`config.mk`:
```
export PLATFORM = sky130hd
export DESIGN_NAME = bs_serializer_flat
export DESIGN_NICKNAME = d
export VERILOG_FILES = /design/src/rtl/bs_serializer_if.sv /design/src/rtl/bs_serializer.sv /design/src/flat_wrapper.sv
export SDC_FILE = /design/constraint.sdc
export NUM_CORES = 1
export LEC_CHECK = 0
export BUFFER_PORTS_ARGS = -buffer_cell sky130_fd_sc_hd__buf_2
export CORE_UTILIZATION = 40
export DETAILED_ROUTE_END_ITERATION = 10
export GPL_TIMING_DRIVEN = 0
export PLACE_DENSITY_LB_ADDON = 0.2
export SETUP_SLACK_MARGIN = 0.02
export SYNTH_ARGS = -nofsm -noshare
export SYNTH_HDL_FRONTEND = slang
export SYNTH_SLANG_ARGS = --single-unit
```
`constraint.sdc`:
```
create_clock -name clk -period 1.6 [get_ports clk]
set_input_delay 0.32 -clock clk [delete_from_list [all_inputs] [get_ports clk]]
set_output_delay 0.32 -clock clk [all_outputs]
set_load 0.01 [all_outputs]
```
`src/rtl/bs_serializer_if.sv`:
```
// Handshake and serial-bus bundle for bs_serializer.
// master: word source and downstream stall driver. slave: the serializer itself.
interface bs_serializer_if #(
  parameter int WIDTH = 8
);
  logic [WIDTH-1:0] in_data;
  logic             in_valid;
  logic             in_ready;
  logic             s_stall;
  logic             s_out;
  logic             s_valid;
  logic             s_first;
  logic             s_last;

  modport master (
    output in_data, in_valid, s_stall,
    input  in_ready, s_out, s_valid, s_first, s_last
  );

  modport slave (
    input  in_data, in_valid, s_stall,
    output in_ready, s_out, s_valid, s_first, s_last
  );
endinterface

```
`src/rtl/bs_serializer.sv`:
```
// bs_serializer: parallel-to-bit-serial transmitter, LSB first, one bit per clk.
// Words enter over a valid/ready handshake; s_first/s_last frame each word so
// downstream bit-serial stages can clear their per-word state.
// Optional feature macro: SIGN_EXT_EN -- when defined each word is emitted as
// 2*WIDTH bits, the upper WIDTH bits repeating the word MSB (sign extension).
module bs_serializer #(
  parameter int WIDTH = 8
) (
  input  logic           clk,
  input  logic           rst_n,
  bs_serializer_if.slave bus
);

`ifdef SIGN_EXT_EN
  localparam int NBITS = 2 * WIDTH;
`else
  localparam int NBITS = WIDTH;
`endif
  localparam int CNT_W = $clog2(NBITS);
  localparam logic [CNT_W-1:0] LAST_CNT = CNT_W'(NBITS - 1);

  typedef enum logic {
    IDLE  = 1'b0,
    SHIFT = 1'b1
  } state_t;

  state_t                    r_state;
  state_t                    w_state_nxt;
  logic signed [WIDTH-1:0]   r_sreg;
  logic signed [WIDTH-1:0]   w_sreg_nxt;
  logic [CNT_W-1:0]          r_cnt;
  logic [CNT_W-1:0]          w_cnt_nxt;
  logic                      w_shift;
  logic                      w_last;
  logic                      w_accept;

  assign w_shift  = (r_state == SHIFT);
  assign w_last   = w_shift && (r_cnt == LAST_CNT);

  // A new word may enter when idle, or on the final bit of the current word
  // provided that bit is actually leaving this cycle (no stall) -- this gives
  // bubble-free back-to-back words.
  assign bus.in_ready = rst_n & (~w_shift | (w_last & ~bus.s_stall));
  assign w_accept     = bus.in_valid & bus.in_ready;

  // Outputs come straight from registered state and are forced low outside a word.
  assign bus.s_valid = w_shift;
  assign bus.s_out   = w_shift & r_sreg[0];
  assign bus.s_first = w_shift & (r_cnt == '0);
  assign bus.s_last  = w_last;

  // Next-state: load, arithmetic shift (MSB copy supplies sign extension), hold on stall.
  always_comb begin
    w_state_nxt = r_state;
    w_sreg_nxt  = r_sreg;
    w_cnt_nxt   = r_cnt;
    case (r_state)
      IDLE: begin
        if (w_accept) begin
          w_state_nxt = SHIFT;
          w_sreg_nxt  = $signed(bus.in_data);
          w_cnt_nxt   = '0;
        end
      end
      SHIFT: begin
        if (!bus.s_stall) begin
          if (!w_last) begin
            w_sreg_nxt = r_sreg >>> 1;
            w_cnt_nxt  = r_cnt + 1'b1;
          end else if (w_accept) begin
            w_sreg_nxt = $signed(bus.in_data);
            w_cnt_nxt  = '0;
          end else begin
            w_state_nxt = IDLE;
            w_cnt_nxt   = '0;
          end
        end
      end
      default: begin
        w_state_nxt = IDLE;
        w_cnt_nxt   = '0;
      end
    endcase
  end

  // State, shift register and bit counter; reset aborts any word in flight.
  always_ff @(posedge clk) begin
    if (!rst_n) begin
      r_state <= IDLE;
      r_sreg  <= '0;
      r_cnt   <= '0;
    end else begin
      r_state <= w_state_nxt;
      r_sreg  <= w_sreg_nxt;
      r_cnt   <= w_cnt_nxt;
    end
  end

endmodule

```
`src/flat_wrapper.sv`:
```
// flat-port wrapper written by rule: the top's interface ports become plain ports
module bs_serializer_flat 
#(
  parameter int WIDTH = 8
)
  (clk, rst_n, bus_in_data, bus_in_valid, bus_s_stall, bus_in_ready, bus_s_out, bus_s_valid, bus_s_first, bus_s_last);
  bs_serializer_if #(.WIDTH(WIDTH)) bus_i ();
  input  logic clk;
  input  logic rst_n;
  input wire logic [$bits(bus_i.in_data)-1:0] bus_in_data;
  input wire logic [$bits(bus_i.in_valid)-1:0] bus_in_valid;
  input wire logic [$bits(bus_i.s_stall)-1:0] bus_s_stall;
  output wire logic [$bits(bus_i.in_ready)-1:0] bus_in_ready;
  output wire logic [$bits(bus_i.s_out)-1:0] bus_s_out;
  output wire logic [$bits(bus_i.s_valid)-1:0] bus_s_valid;
  output wire logic [$bits(bus_i.s_first)-1:0] bus_s_first;
  output wire logic [$bits(bus_i.s_last)-1:0] bus_s_last;
  assign bus_i.in_data = bus_in_data;
  assign bus_i.in_valid = bus_in_valid;
  assign bus_i.s_stall = bus_s_stall;
  assign bus_in_ready = bus_i.in_ready;
  assign bus_s_out = bus_i.s_out;
  assign bus_s_valid = bus_i.s_valid;
  assign bus_s_first = bus_i.s_first;
  assign bus_s_last = bus_i.s_last;
  bs_serializer #(.WIDTH(WIDTH)) u_core (.clk(clk), .rst_n(rst_n), .bus(bus_i));
endmodule
```
After elaboration in Yosys (flattened, before gate mapping)
Index checks and enable logic that the tools add are counted.
{"block": "op_classes", "eq_ne": 4, "n_reduce_logical": 4, "n_addsub": 1, "bitwise_logic": 8, "n_mux": 12}
{"op": "2-to-1 mux 8 bit", "count": 3}
{"op": "case mux 8 bit (2 select lines)", "count": 1}
{"op": "2-to-1 mux 3 bit", "count": 3}
{"op": "case mux 3 bit (2 select lines)", "count": 1}
{"op": "AND 1 bit", "count": 5}
{"op": "inequality test 2 bit, second input constant", "count": 2}
{"op": "AND reduction 2 bit", "count": 2}
{"op": "adder 3 x 1 -> 3 bit, second input constant", "count": 1}
{"op": "== test 3 bit, second input constant", "count": 1}
{"op": "zero test 3 bit", "count": 1}
{"op": "2-to-1 mux 1 bit", "count": 3}
{"op": "inequality test 2 x 1 -> 1 bit, second input constant", "count": 1}
{"op": "NOT 1 bit", "count": 2}
{"op": "case mux 1 bit (2 select lines)", "count": 1}
{"op": "logical AND 1 bit", "count": 1}
{"op": "bitwise OR 1 bit", "count": 1}
{"block": "word_totals", "reg_bits": 12}

Depth between registers and ports, before layout
{"block": "logic_depth", "ltp_word": 10, "mapped_depth": 7}

Least setup slack after synthesis
OpenSTA, ideal clock, no wires.
{"block": "synth_path", "path_type": "register to output", "start": "register u_core.r_cnt[0]", "end": "output bus_in_ready", "setup_slack_ns": 0.024, "path_stages_with_launch": 7, "t_arrival_ns": 1.256, "cell_sequence": "dfxtp_1 > ha_1 > ha_1 > buf_2 > inv_2 > o21ai_2 > and2_1"}
{"block": "synth_between", "elab_chain_len": 5}
{"element": "start, declared", "line": "bs_serializer.sv:31", "source": "logic [CNT_W-1:0] r_cnt;"}
{"element": "start signal, assigned", "line": "bs_serializer.sv:95", "source": "r_cnt <= w_cnt_nxt;"}
{"element": "== test 3 bit", "line": "bs_serializer.sv:38", "source": "assign w_last = w_shift && (r_cnt == LAST_CNT);"}
{"element": "logical AND 1 bit", "line": "bs_serializer.sv:38"}
{"element": "AND 1 bit", "line": "bs_serializer.sv:43", "source": "assign bus.in_ready = rst_n & (~w_shift | (w_last & ~bus.s_stall));"}
{"element": "bitwise OR 1 bit", "line": "bs_serializer.sv:43"}
{"element": "AND 1 bit", "line": "bs_serializer.sv:43"}
{"element": "end, declared", "line": "flat_wrapper.sv:13", "source": "output wire logic [$bits(bus_i.in_ready)-1:0] bus_in_ready;"}
No other way between the ends.

Worst setup path after layout
Ends and elaborated chain as after synthesis.

==> key figures <==
Worst setup path
  • Worst r2r src: u_core.r_cnt[0]
  • Most used cell, CP: ha_4
  • Origin of the worst setup path: u_core.r_cnt[0]
  • Critical Path Max Stage Delay: between 0.3 and 0.4 ns
  • CP Capture Type: output port
  • Cell family contributing the most delay on the critical path: flip-flops
  • Crit-path max FO: 2
  • Worst-path cell chain: ha_4 -> ha_4 -> inv_4 -> o21ai_4 -> and2_4 -> buf_6
  • Critical path type: reg -> out
  • Slowest stage cell, crit path: dfxtp_2
  • Worst Path Buf+Inv: 2
  • Required time of the critical path: between 1 and 1.5 ns
  • CP arrival: about 1.4 ns
  • CP Launch Type: register

Clock tree
  • CTS tree: done
  • Clock slew at reported path FFs: approximately 0.08 ns
  • Root buffer cell: clkbuf_4
  • Num CTS Buffers: 3
  • Worst skew pair latency: between 0.2 and 0.3 ns
  • Sink Count: 12
  • Longest Clk Path Bufs: 2
  • Hold buffers post-CTS: 0
  • Htree depth: 1

Timing
  • Fin crit share: 105.8%
  • Worst hold slack: approximately 0.26 ns
  • Max Fclk: between 500 and 600 MHz
  • Final setup violation count: 1
  • Final worst slack: -0.09218 ns
  • Period minus WS final: between 1.5 and 2 ns
  • Max-slew violation count: 0
  • Relative slew slack: about 73%
  • RSZ-0062 raised after global routing: true
  • Clk_skew: about 0.0051 ns
  • Worst-Margin Slew: 0.4089 ns
  • Count of final hold-check violations: 0

Detailed routing
  • DRC Markers: 0
  • Initial DRC count: 13
  • Final ANT Viol Nets: 0
  • Vias per cell: ~5.5
  • Pre-antenna DRT Iters: 4
  • WL final: roughly 1600 µm
  • Total number of vias: about 670
  • Routed len/inst: around 13 µm

Placed design
  • Pre-CTS WS: -0.2336 ns
  • Gpl congestion: around 0.74
  • I/O Buffers: 16
  • Hpwl dp: around 1100 µm
  • Placed Instances: around 120

Global route
  • Total GRT Usage: 19.10%
  • Vias in the first global route: 609
  • Global-route wire length before repair: about 2600 µm
  • Largest net degree at the start of global routing: 11
  • Remaining Overflow, GRT: 0
  • Initial antenna violation count: 0
  • GR Util met3: 2.500%
  • GR Util met2: just under 30%
  • GR peak layer: met2
  • GR Layer Usage met1: 25.06%

Pwr
  • Lkg Pwr: approximately 0.41 nW
  • Max VDD drop: between 0.3 and 0.4 mV
  • Total chip power: 0.7255 mW
  • Pwr Density: roughly 800 mW/mm²

Final layout
  • Area Growth Syn to Fin: 30.27%
  • Diodes inserted: 0
  • Layout filler cell count: between 150 and 200
  • Layout Nets: 123
  • Area occupied by multi-input gates: about 440 µm²
  • Share of layout cells above drive strength 1: between 30% and 40%
  • Register area: between 200 and 250 µm²
  • Final Core Density: between 50 and 60%
  • Final Non-Filler Cells: between 100 and 150

Yosys
  • Cell area after synthesis: around 690 µm²
  • Top cells by area, synth: dfxtp_1 (35%), ha_1 (5.4%), a21oi_1 (4.3%), nand2_1 (4.3%), nand3_1 (3.6%)
  • Flops & latches, synth: 12
  • Top-count cell post-synth: dfxtp_1
  • Adder-cell share of the synthesized area: under 10%
  • Mapped Nets: slightly below 100
  • Simple-Gate Fraction of Synth Area: 23.78%
  • Register area share after synthesis: between 30% and 40%
  • Top FF cell, synth: dfxtp_1
  • Largest family of logic cells by synthesized area: simple AND/OR/NAND/NOR gates
  • Gate Count Post-Synth: between 80 and 90
  • Cell taking the most area after synthesis: dfxtp_1
  • Post-synth EDFFs: 0
  • Post-synth top area share: approximately a third
  • Syn. warnings: 0
  • Synth top cells by count: dfxtp_1 (12), nand2_1 (8), a21oi_1 (6)
  • Mean Syn Cell Area: approximately 8.3 µm²
  • Synth Area in Compound Gates: a little under a quarter
  • XOR/XNOR Fraction of Synth Area: 0%
  • Post-synth ARST share: 0%
  • Mux cell area share after synthesis: ~5.0%
  • Synth cell types: 31

Worst hold path
  • Min-delay src: bus_in_data[7]
  • Hold WC Path Type: in -> reg

Floorplanning
  • Site Rows: 14
  • Core area: roughly 0.0016 mm²
  • Initial core utilization: between 40% and 50%
  • Die width: ~44 µm
  • Die area: approximately 0.0019 mm²
  • Top-level port count: 17
  • Die Ht: 43.67 µm

Run status
  • Failing checks: negative setup slack
  • Status: complete, but fails checks

Job
  • MaxCap Viol Count: 0
## worst paths after layout
check | end | slack [ns] | cells past startpoint
setup / recovery | bus_in_ready | -0.09 | 6
hold / removal | u_core.r_sreg[7] | 0.26 | 2
setup reg to reg | u_core.r_cnt[1] | 0.10 | 7
hold reg to reg | u_core.r_sreg[0] | 0.48 | 2
## where the power goes
part / internal (mW) / switching, mW
Combinational: 0.0693 / 0.0719
Sequential: 0.317 / 0.0115
Clock: 0.139 / 0.117
## registers in the layout, indices dropped and copies added (netlist names)
name                flops
u_core.r_sreg           8
u_core.r_cnt            3
u_core.bus.s_valid      1
## cell usage in the layout (no fill, tap or decap), drive strengths merged
| cell type | instances |
|---|---|
| a21oi | 6 |
| o22ai | 1 |
| nand2 | 8 |
| dfxtp | 12 |
| o21ai | 5 |
| buf | 23 |
| inv | 6 |
| nor2 | 4 |
| nor2b | 5 |
| and3 | 2 |
| a21boi | 6 |
| clkbuf | 5 |
| nand2b | 2 |
| mux2i | 2 |
| o2bb2ai | 1 |
| ha | 3 |
| nand3 | 5 |
| mux2 | 1 |
| and2 | 2 |
| a22oi | 3 |
| a31o | 1 |
| nor3 | 3 |
| nor4b | 1 |
## cells by family (layout without fill, tap and decap cells)
family                   count (synthesis)  after routing
buffers and inverters                   11             34
AO/OA/AOI/OAI                           23             23
flip-flops                              12             12
multiplexers                             3              3
adder cells (fa/ha/maj)                  3              3
AND/OR/NAND/NOR                         32             32
## final cells by class
type / count / share of cell area (%)
clock buffer: 4 / 4.011
buffer: 4 / 3.043
sequential: 12 / 26.83
multi-input combinational: 61 / 48.27
timing repair buffer: 20 / 12.86
tap: 16 / 2.213
inverter: 6 / 2.766
## layer usage
metal / share of wire [%] / vias to the layer above
met5: 0 / -
met4: 2.8 / 0
met3: 3.4 / 5
met2: 47 / 15
met1: 46 / 314
li1: - / 337
## per-stage QoR
| stage | setup TNS [ns] | instance area [µm²] |
|---|---|---|
| 5_1_grt | -0.1400 | 904.6 |
| 6_report | -0.09218 | 904.6 |
| 4_1_cts | -0.1490 | 899.6 |
| 2_1_floorplan | 0 | 694.4 |
| 3_5_place_dp | -0.3103 | 794.5 |
| 3_3_place_gp | -0.3254 | 794.5 |
## repair_timing
| action | 4_1_cts | 5_1_grt |
|---|---|---|
| gates resized for setup | 11 | 3 |
| pin swaps | 3 | 2 |
| endpoints found under the setup margin | 9 | 9 |
| buffers inserted | 3 | 1 |
Note: power is estimated with default switching activity, not from simulation.
